$ cat src/rtl/mdr_mem_port.sv
// mdr_mem_port: memory address register (MAR) and memory data register (MDR)
// with a single-word request/acknowledge memory handshake.
// The MDR feeds the datapath bus MDR source. MAR, MDR and the write data are
// loaded from the bus. A Moore FSM sequences reads and writes. Each transfer
// allows a variable number of wait states and times out after WAIT_MAX
// request cycles that see no acknowledge.
module mdr_mem_port #(
  parameter int DATA_W   = 32,
  parameter int ADDR_W   = 9,
  parameter int WAIT_MAX = 15
) (
  input  logic              clk,
  input  logic              clr,
  input  logic [DATA_W-1:0] BusMuxOut,
  input  logic              MARin,
  input  logic              MDRin,
  input  logic              Read,
  input  logic              Write,
  input  logic [DATA_W-1:0] mem_rdata,
  input  logic              mem_ack,
  output logic              mem_req,
  output logic              mem_we,
  output logic [ADDR_W-1:0] mem_addr,
  output logic [DATA_W-1:0] mem_wdata,
  output logic [DATA_W-1:0] MDR_q,
  output logic              busy,
  output logic              done,
  output logic              err
);

  // WAIT_MAX is at most 255, so an 8-bit counter never wraps before timeout.
  localparam int CNT_W = 8;
  localparam logic [CNT_W-1:0] WAIT_LAST = CNT_W'(WAIT_MAX);

  typedef enum logic [1:0] {
    ST_IDLE = 2'd0,
    ST_RD   = 2'd1,
    ST_WR   = 2'd2,
    ST_DONE = 2'd3
  } state_t;

  state_t              state_r;
  state_t              state_n_s;
  logic [ADDR_W-1:0]   mar_r;
  logic [ADDR_W-1:0]   mar_n_s;
  logic [DATA_W-1:0]   mdr_r;
  logic [DATA_W-1:0]   mdr_n_s;
  logic [CNT_W-1:0]    cnt_r;
  logic [CNT_W-1:0]    cnt_n_s;
  logic [CNT_W-1:0]    cnt_inc_s;
  logic                err_r;
  logic                err_n_s;
  logic                timeout_s;
  logic                req_n_s;
  logic                we_n_s;
  logic                busy_n_s;
  logic                done_n_s;

  // A state that drives a memory request.
  function automatic logic is_xfer(input state_t s);
    return (s == ST_RD) || (s == ST_WR);
  endfunction

  // A state that is not IDLE. Command strobes are ignored in these states.
  function automatic logic is_busy(input state_t s);
    return (s != ST_IDLE);
  endfunction

  // The counter value after this request cycle, and whether that value is the timeout.
  assign cnt_inc_s = cnt_r + {{(CNT_W-1){1'b0}}, 1'b1};
  assign timeout_s = (cnt_inc_s == WAIT_LAST);

  // Next-state, register-load and sticky-error decisions for the FSM.
  always_comb begin
    state_n_s = state_r;
    mar_n_s   = mar_r;
    mdr_n_s   = mdr_r;
    cnt_n_s   = cnt_r;
    err_n_s   = err_r;
    case (state_r)
      ST_IDLE: begin
        // Loads land on the same edge as the strobe, so a transfer started
        // in this cycle sees the new MAR and MDR values.
        if (MARin) begin
          mar_n_s = BusMuxOut[ADDR_W-1:0];
        end else begin
          mar_n_s = mar_r;
        end
        if (MDRin) begin
          mdr_n_s = BusMuxOut;
        end else begin
          mdr_n_s = mdr_r;
        end
        if (Read && Write) begin
          err_n_s   = 1'b1;
          state_n_s = ST_IDLE;
        end else if (Read) begin
          state_n_s = ST_RD;
          cnt_n_s   = {CNT_W{1'b0}};
          err_n_s   = 1'b0;
        end else if (Write) begin
          state_n_s = ST_WR;
          cnt_n_s   = {CNT_W{1'b0}};
          err_n_s   = 1'b0;
        end else begin
          state_n_s = ST_IDLE;
        end
      end
      ST_RD: begin
        if (mem_ack) begin
          mdr_n_s   = mem_rdata;
          state_n_s = ST_DONE;
          cnt_n_s   = {CNT_W{1'b0}};
        end else if (timeout_s) begin
          // Give up. MDR keeps its old value and no done pulse follows.
          err_n_s   = 1'b1;
          state_n_s = ST_IDLE;
          cnt_n_s   = {CNT_W{1'b0}};
        end else begin
          cnt_n_s   = cnt_inc_s;
        end
      end
      ST_WR: begin
        if (mem_ack) begin
          state_n_s = ST_DONE;
          cnt_n_s   = {CNT_W{1'b0}};
        end else if (timeout_s) begin
          err_n_s   = 1'b1;
          state_n_s = ST_IDLE;
          cnt_n_s   = {CNT_W{1'b0}};
        end else begin
          cnt_n_s   = cnt_inc_s;
        end
      end
      ST_DONE: begin
        state_n_s = ST_IDLE;
      end
      default: begin
        // An unreachable encoding recovers to a quiet IDLE.
        state_n_s = ST_IDLE;
        cnt_n_s   = {CNT_W{1'b0}};
      end
    endcase
  end

  // Moore output values are decoded from the next state. This lets them be registered with no input-to-output path.
  always_comb begin
    req_n_s  = is_xfer(state_n_s);
    we_n_s   = (state_n_s == ST_WR);
    busy_n_s = is_busy(state_n_s);
    done_n_s = (state_n_s == ST_DONE);
  end

  // State, datapath registers and registered outputs. A synchronous clear has priority over everything else.
  always_ff @(posedge clk) begin
    if (clr) begin
      state_r <= ST_IDLE;
      mar_r   <= {ADDR_W{1'b0}};
      mdr_r   <= {DATA_W{1'b0}};
      cnt_r   <= {CNT_W{1'b0}};
      err_r   <= 1'b0;
      mem_req <= 1'b0;
      mem_we  <= 1'b0;
      busy    <= 1'b0;
      done    <= 1'b0;
    end else begin
      state_r <= state_n_s;
      mar_r   <= mar_n_s;
      mdr_r   <= mdr_n_s;
      cnt_r   <= cnt_n_s;
      err_r   <= err_n_s;
      mem_req <= req_n_s;
      mem_we  <= we_n_s;
      busy    <= busy_n_s;
      done    <= done_n_s;
    end
  end

  // Register views. MAR drives the address, and MDR drives both the write data and the bus source.
  assign mem_addr  = mar_r;
  assign mem_wdata = mdr_r;
  assign MDR_q     = mdr_r;
  assign err       = err_r;

endmodule

$ cat config.mk
export PLATFORM = sky130hd
export DESIGN_NAME = mdr_mem_port
export DESIGN_NICKNAME = d
export VERILOG_FILES = /design/src/rtl/mdr_mem_port.sv
export SDC_FILE = /design/constraint.sdc
export NUM_CORES = 1
export LEC_CHECK = 0
export CAP_MARGIN = 20
export CORE_MARGIN = 1.5
export CORE_UTILIZATION = 40
export DETAILED_ROUTE_END_ITERATION = 10
export PLACE_DENSITY_LB_ADDON = 0.3
export SLEW_MARGIN = 20
export SYNTH_ARGS = -nofsm -noshare
export SYNTH_HDL_FRONTEND = slang
export SYNTH_SLANG_ARGS = --single-unit
$ cat constraint.sdc
create_clock -name clk -period 2.7 [get_ports clk]
set_input_delay 0.54 -clock clk [delete_from_list [all_inputs] [get_ports clk]]
set_output_delay 0.54 -clock clk [all_outputs]
set_load 0.02 [all_outputs]
==> results of run 1 <==
-- worst paths after layout --
path | to | start | depth (start not counted) | slack (ns)
worst max-delay path | mem_req$_SDFF_PP0_ | cnt_r[1]$_SDFFE_PP0P_ | 7 | 0.54
worst min-delay path | mem_addr[5]$_SDFFE_PP0P_ | mem_addr[5]$_SDFFE_PP0P_ | 2 | 0.46
worst max register to register | mem_req$_SDFF_PP0_ | cnt_r[1]$_SDFFE_PP0P_ | 7 | 0.54
worst min register to register | mem_addr[5]$_SDFFE_PP0P_ | mem_addr[5]$_SDFFE_PP0P_ | 2 | 0.46
-- metal layers --
metal / vias to the layer above / global-route usage / share of wire
li1: 1290 / - / -
met1: 1199 / 0.225 / 0.41
met2: 89 / 0.357 / 0.51
met3: 7 / 0.0483 / 0.067
met4: 0 / 0.0404 / 0.010
met5: - / 0 / 0
-- area by class of cell --
type                            count  area, um^2  area share
Multi-Input combinational cell    202        1350       0.313
Tap cell                           96         120      0.0278
Sequential cell                    56        1120       0.260
Clock buffer                        5        68.8      0.0159
Clock inverter                      3        90.1      0.0209
Inverter                            7        26.3     0.00609
Timing Repair Buffer              153        1540       0.357
-- synthesized netlist by cell type (2+ instances only) --
cell      number
nor2_1        42
mux2i_1       32
nand3b_1       3
a21oi_1       16
o21ai_0        6
nor2b_1        7
clkbuf_1      13
inv_1          7
nand2_1       21
dfxtp_1       56
buf_2          5
a31oi_1        3
ha_1           8
a211oi_1      32
o211ai_1       2
buf_4         32
nand3_1       14
-- through the flow --
stage,setup WS [ns],cells,util
after floorplan,0.740,317,-
after global placement,0.515,514,0.609
after detailed placement,0.402,514,0.609
after CTS,0.548,522,0.632
after global routing,0.351,522,0.632
final,0.538,522,0.632
-- registers in the layout (all words and copies together), names as in the netlist --
register	count
MDR_q	32
mem_addr	9
cnt_r	8
state_r	2
busy	1
done	1
err	1
mem_req	1
mem_we	1
-- cell families after synthesis --
| group | Yosys count | share of synthesized area |
|---|---|---|
| compound gates | 67 | 0.171 |
| xor+xnor | 1 | 0.00310 |
| simple gates | 94 | 0.151 |
| flops | 56 | 0.396 |
| mux | 32 | 0.113 |
| fa+ha+maj | 8 | 0.0354 |
| buf+inv | 59 | 0.130 |
-- power by group --
part	switching, mW	total [mW]	internal (mW)
combinational	0.395	0.805	0.410
sequential	0.0557	0.960	0.904
clock	0.266	0.729	0.463
-- worst min-delay path: cells and delay by family (launching register included) --
kind,cells,cell delay (ns)
AND/OR/NAND/NOR,1,0.05
flip-flops,1,0.32
AO/OA/AOI/OAI,1,0.05
-- cells in the final DEF (no fill, tap or decap), types with 2 or more instances in the layout --
| cell type | instances |
|---|---|
| nand3b_1 | 3 |
| nand3_1 | 14 |
| buf_12 | 2 |
| a21oi_1 | 16 |
| ha_1 | 7 |
| a211oi_1 | 32 |
| o21ai_0 | 6 |
| clkbuf_8 | 5 |
| a31oi_1 | 3 |
| inv_1 | 7 |
| buf_4 | 3 |
| nand2_1 | 21 |
| mux2i_1 | 32 |
| clkdlybuf4s50_1 | 147 |
| o211ai_1 | 2 |
| nor2_1 | 42 |
| bufinv_16 | 3 |
| dfxtp_1 | 56 |
| nor2b_1 | 7 |
==> impl_metrics.yaml, run 1 <==
status:
  run_status: "finished, final reports clean"
drt:
  wl_per_cell_um: 14.3
  drc: 0
  drtIter0Drc: 96
  ant_nets: 0
  vias: 2585
  vias_per_cell: 4.95
  wl_um: 7440
  first_pass_iters: 4
sta:
  finClkSkew_ns: 0.00462
  report.final.hold_viol_count: 0
  holdWs_ns: 0.458
  setup_tns_ns: 0
  timing.final.crit_share: 0.801
  finalSetupViolations: 0
  fin_crit_ns: 2.16
  rsz0062_at_grt: "no"
  tightest_slew_ns: 0.564
  slew_headroom: 0.624
  final-max-slew-violation-count: 0
  fmax_mhz: 463
setup_path:
  cp.arrival_ns: 2.34
  start_kind: "register"
  worstPathCellList: "ha_1, nand3_1, or3_1, o2111ai_4, a31oi_1, ha_1, nor2b_1"
  end_kind: "register"
  crit_type: "register to register"
  worst_path_largest_cell_delay_ns: 0.44
  worst-endpoint-required_ns: 2.88
  crit_buf_inv: 0
  critPathTopFamily: "simple AND/OR/NAND/NOR gates"
  path_max_fanout: 7
  slowest_stage: "or3_1"
  crit_top_cell: "ha_1"
floorplanning:
  rows: 30
  start_util: 0.414
  die_w_um: 87.1
  die_y_um: 87.1
  core_um2: 6830
  dieArea_um2: 7590
  boundaryPins: 149
synthesis:
  synthFlopType: "dfxtp_1"
  yosysTopAreaCellShare: 0.396
  synth_area_um2: 2830
  ys_seq_elements: 56
  yosys_warnings: 0
  syn_nets: 396
  yosys.area.top_type: "dfxtp_1"
  synth_cells: 317
  ys_seq_area_frac: 0.396
  synthTopCellsByArea: "dfxtp_1, mux2i_1, a211oi_1"
  syn_avg_cell_area_um2: 8.92
  synth_edf_count: 0
  synthArstFlopShare: 0
  synth_cell_types: 35
clock_network:
  post_cts.repair.setup_buffers: 0
  htree_levels: 2
  cts_root_buffer: "clkbuf_8"
  cts_buffers: 5
  cts_buffer_depth: 2
  cts_resized: 0
  cts_tree: "built"
  cts.sinks: 56
  path_clk_slew_ns: 0.09
  clk_latency_ns: 0.30
  hold_buffers: 0
global_route:
  grt.total_usage: 0.194
  grt_pass1_wl_um: 11700
  antenna_found_initial: 0
  grt_max_degree: 65
  grt_pass1_vias: 2455
  grt.overflow.total: 0
final_layout:
  drive_gt1_frac: 0.0493
  layout.nets: 504
  final_area_um2: 4320
  diodes: 0
  fillCellCount: 615
  area_growth_pct: 52.6
job:
  drv_cap: 0
worst_hold_path:
  min_path_type: "register to register"
place:
  routabilityCongestion: 0.762
  place_area_um2: 4160
  post-dp-hpwl_um: 5710
  portBuffers: 148
power:
  ir_drop_v: 0.000282
  total_leakage_power_nw: 1.56
  p_per_area_nw_per_um2: 578
  p_total_mw: 2.49
Note: power is estimated with default switching activity, not from simulation.
==> run 2: changes to the inputs <==
Clock period 2.7 ns to 2.3 ns, I/O delays scaled along.
==> run 2 against run 1 <==
- worst hold slack better by 0.00093 ns
- critical path depth unchanged
- non-clock buffer count down 1
- die area unchanged
- clock power down 11%
- cell area down 0.99%
- sequential cell count unchanged
- register-to-register slack worse by 0.35 ns
- critical endpoint unchanged
- highest routed layer unchanged
==> impl_metrics.yaml, run 2 (synthesis results as in run 1) <==
status:
  run_status: "finished, final reports clean"
clock_network:
  path_clk_slew_ns: 0.10
  clk_latency_ns: 0.30
  cts_resized: 0
  cts_buffer_depth: 2
  cts_root_buffer: "clkbuf_8"
  cts_buffers: 5
  post_cts.repair.setup_buffers: 0
  htree_levels: 2
  cts_tree: "built"
  hold_buffers: 0
  cts.sinks: 56
sta:
  timing.final.crit_share: 0.917
  holdWs_ns: 0.459
  finalSetupViolations: 0
  slew_headroom: 0.586
  rsz0062_at_grt: "no"
  finClkSkew_ns: 0.00570
  final-max-slew-violation-count: 0
  tightest_slew_ns: 0.621
  fin_crit_ns: 2.11
  report.final.hold_viol_count: 0
  setup_tns_ns: 0
  fmax_mhz: 474
final_layout:
  fillCellCount: 602
  final_cell_mix: "clkdlybuf4s50_1, dfxtp_1, nor2_1"
  drive_gt1_frac: 0.0518
  layout.nets: 503
  final_util: 0.626
  area_growth_pct: 51.1
  multiInputGateArea_um2: 1360
  regArea_um2: 1120
  diodes: 0
  final_common_cell: "clkdlybuf4s50_1"
  largest_register_ffs: 32
floorplanning:
  dieArea_um2: 7590
  rows: 30
  die_w_um: 87.1
  die_y_um: 87.1
  boundaryPins: 149
  start_util: 0.414
  core_um2: 6830
power:
  p_per_area_nw_per_um2: 635
  total_leakage_power_nw: 1.54
  p_total_mw: 2.71
  ir_drop_v: 0.000363
global_route:
  grt_max_degree: 65
  grt.overflow.total: 0
  antenna_found_initial: 0
  use_met1: 0.235
  grt_use_met3: 0.0351
  busiest_layer: "met2"
  grt_pass1_wl_um: 11300
  grt.total_usage: 0.188
  met2_usage: 0.338
  grt_pass1_vias: 2277
worst_hold_path:
  whs_path_depth: 2
  min_path_type: "register to register"
drt:
  drtIter0Drc: 117
  drc: 0
  ant_nets: 0
  wl_um: 7320
  vias_per_cell: 4.84
  wl_per_cell_um: 14.1
  first_pass_iters: 4
  vias: 2521
place:
  portBuffers: 148
  routabilityCongestion: 0.881
  post-dp-hpwl_um: 5590
job:
  drv_cap: 0
setup_path:
  slowest_stage: "or3_1"
  worstPathCellList: "ha_1, nand3_1, or3_1, o2111ai_4, a31oi_2, ha_1, nor2b_1"
  worst-endpoint-required_ns: 2.48
  crit_top_cell: "ha_1"
  worst_path_largest_cell_delay_ns: 0.43
  r2r_cells: 7
  start_kind: "register"
  crit_type: "register to register"
  cp.arrival_ns: 2.29
  end_kind: "register"
  path_max_fanout: 7
run 2: changes by cell type in the layout (fill, tap and decap cells not counted):
cell,delta
buf_4,-1
a31oi_2,+2
bufinv_16,-2
clkinvlp_4,+1
a31oi_1,-2
clkinv_2,+1
run 2: per-layer routing:
metal  up-vias  part of all wire
met1      1147              0.42
met4         0            0.0051
met2        83              0.51
met3         4             0.067
met5         -                 0
li1       1287                 -
run 2: worst paths after layout:
kind | slack [ns] | to | from
worst max-delay path | 0.19 | mem_req$_SDFF_PP0_ | cnt_r[0]$_SDFFE_PP0P_
worst min-delay path | 0.46 | mem_addr[2]$_SDFFE_PP0P_ | mem_addr[2]$_SDFFE_PP0P_
worst max register to register | 0.19 | mem_req$_SDFF_PP0_ | cnt_r[0]$_SDFFE_PP0P_
worst min register to register | 0.46 | mem_addr[2]$_SDFFE_PP0P_ | mem_addr[2]$_SDFFE_PP0P_
run 2: critical path, delay by kind of cell, from the launching register on:
family | cells | cell delay (ns)
compound gates | 2 | 0.36
fa+ha+maj | 2 | 0.52
flops | 1 | 0.41
simple gates | 3 | 0.70
run 2: area by class of cell:
type,instances,share of cell area
Clock buffer,5,0.0161
Inverter,7,0.00615
Tap cell,96,0.0281
Multi-Input combinational cell,202,0.319
Clock inverter,3,0.00995
Timing Repair Buffer,152,0.358
Sequential cell,56,0.262
run 2: power breakdown:
| part | switching, mW | internal [mW] | total (mW) | leakage [nW] |
|---|---|---|---|---|
| Sequential | 0.0654 | 1.06 | 1.13 | 0.462 |
| Clock | 0.323 | 0.323 | 0.646 | 0.0541 |
| Combinational | 0.460 | 0.481 | 0.941 | 1.02 |
| Total | 0.849 | 1.87 | 2.71 | 1.54 |
run 2: per-stage QoR:
| step | instance area (um^2) | instances | setup slack [ns] |
|---|---|---|---|
| 2_1_floorplan | 2830 | 317 | 0.340 |
| 3_3_place_gp | 4150 | 513 | 0.177 |
| 3_5_place_dp | 4150 | 513 | 0.111 |
| 4_1_cts | 4260 | 521 | 0.152 |
| 5_1_grt | 4270 | 521 | 0.0518 |
| 6_report | 4270 | 521 | 0.191 |
==> run 3: changes to the inputs <==
Settings changed: GPL_TIMING_DRIVEN from default to 0, TNS_END_PERCENT from default to 10.
==> run 3 against run 2 <==
- maximum frequency is 2.2% lower
- clock power down 0.9%
- critical path depth increased by 1
- combinational power increased by 13%
- largest power group unchanged
==> impl_metrics.yaml, run 3 (synthesis results as in run 1) <==
sta:
  report.final.hold_viol_count: 0
  fin_crit_ns: 2.16
  tightest_slew_ns: 0.754
  slew_headroom: 0.498
  finClkSkew_ns: 0.0172
  finalSetupViolations: 0
  fmax_mhz: 464
  timing.final.crit_share: 0.937
  holdWs_ns: 0.462
  final-max-slew-violation-count: 0
floorplanning:
  core_um2: 6830
  die_w_um: 87.1
  die_y_um: 87.1
  boundaryPins: 149
  dieArea_um2: 7590
  rows: 30
  start_util: 0.414
drt:
  ant_nets: 0
  drc: 0
  vias_per_cell: 4.86
  wl_um: 8110
  first_pass_iters: 4
  wl_per_cell_um: 14.3
  drtIter0Drc: 58
  vias: 2755
power:
  total_leakage_power_nw: 1.72
  switching_share: 0.312
  ir_drop_v: 0.000282
  power_frac_comb: 0.374
  p_sw_mw: 0.881
  p_clk_frac: 0.226
  p_per_area_nw_per_um2: 622
  p_int_mw: 1.94
  seqPwrFrac: 0.400
final_layout:
  area_growth_pct: 60.5
  final_cell_mix: "clkdlybuf4s50_1, dfxtp_1, nor2_1"
  layout.nets: 549
  largest_register_ffs: 32
  diodes: 0
  final_cells: 567
  drive_gt1_frac: 0.119
  final_common_cell: "clkdlybuf4s50_1"
setup_path:
  end_kind: "register"
  start_kind: "register"
  crit_type: "register to register"
  path_max_fanout: 7
  cp.arrival_ns: 2.33
  worst-endpoint-required_ns: 2.47
global_route:
  grt_pass1_wl_um: 12200
  grt_pass1_vias: 2511
  grt.overflow.total: 0
  grt_max_degree: 18
  grt.total_usage: 0.204
  antenna_found_initial: 0
clock_network:
  path_clk_slew_ns: 0.11
  cts_buffers: 5
  cts.sinks: 56
  cts_buffer_depth: 2
  cts_root_buffer: "clkbuf_8"
  htree_levels: 2
  hold_buffers: 0
  clk_latency_ns: 0.31
  cts_tree: "built"
status:
  run_status: "finished, final reports clean"
place:
  portBuffers: 146
  post-dp-hpwl_um: 6380
  dp.cells: 559
  routabilityCongestion: 0.809
job:
  drv_cap: 0
worst_hold_path:
  min_path_type: "register to register"
[run 3: changes by cell type in the layout (fill, tap and decap cells not counted), moves of 2 or more]
| cell | before | now |
|---|---|---|
| clkbuf_1 | 0 | 13 |
| buf_4 | 2 | 32 |
| buf_12 | 2 | 0 |
| buf_2 | 1 | 5 |
[run 3: repair_timing]
item / in CTS / in global routing
gates resized for setup: 0 / 4
setup endpoints to repair: 0 / 9
setup buffers: 0 / 0
[run 3: area by class of cell]
class | count | area [um^2]
fillers | 577 | 2290
repair buffers | 146 | 1460
multi-input cells | 202 | 1360
flip-flops and latches | 56 | 1120
plain buffers | 52 | 340
well taps | 96 | 120
clock buffers | 5 | 68.8
clock inverters | 3 | 42.5
inverters | 7 | 26.3
[run 3: critical path, stage by stage (launching register included)]
cell	delay, ns
dfxtp_1	0.41
ha_1	0.17
nor4b_1	0.30
o21a_1	0.22
o2111ai_4	0.18
a31oi_1	0.33
inv_1	0.11
ha_1	0.19
nor2b_1	0.12
[run 3: path summary, 6_finish.rpt]
check	endpoint	start	slack [ns]	cells past startpoint
hold / removal	mem_addr[0]$_SDFFE_PP0P_	mem_addr[0]$_SDFFE_PP0P_	0.46	2
setup reg to reg	mem_we$_SDFF_PP0_	cnt_r[1]$_SDFFE_PP0P_	0.14	8
setup / recovery	mem_we$_SDFF_PP0_	cnt_r[1]$_SDFFE_PP0P_	0.14	8
hold reg to reg	mem_addr[0]$_SDFFE_PP0P_	mem_addr[0]$_SDFFE_PP0P_	0.46	2
[run 3: power by group through the flow]
stage	logic [mW]	clock network, mW	registers, mW
floorplan	0.454	0	1.25
global placement	1.04	0	1.15
detailed placement	1.05	0	1.15
CTS	1.06	0.662	1.13
global route	1.12	0.711	1.14
finish	1.06	0.640	1.13
[run 3: through the flow]
stage | util | cell area, um^2 | power, mW | setup WS (ns) | setup TNS [ns]
2_1_floorplan | - | 2830 | 1.70 | 0.340 | 0
3_3_place_gp | 0.646 | 4410 | 2.19 | 0.122 | 0
4_1_cts | 0.662 | 4520 | 2.85 | 0.0555 | 0
5_1_grt | 0.665 | 4540 | 2.97 | -0.0127 | -0.0127
3_5_place_dp | 0.646 | 4410 | 2.21 | 0.0543 | 0
6_report | 0.665 | 4540 | 2.83 | 0.145 | 0
[run 3: routing by layer]
metal | track usage | routed length (um) | part of all wire
met3 | 0.0436 | 515 | 0.064
met2 | 0.380 | 4130 | 0.51
met4 | 0.0375 | 19 | 0.0023
met5 | 0 | 0 | 0
met1 | 0.242 | 3440 | 0.42
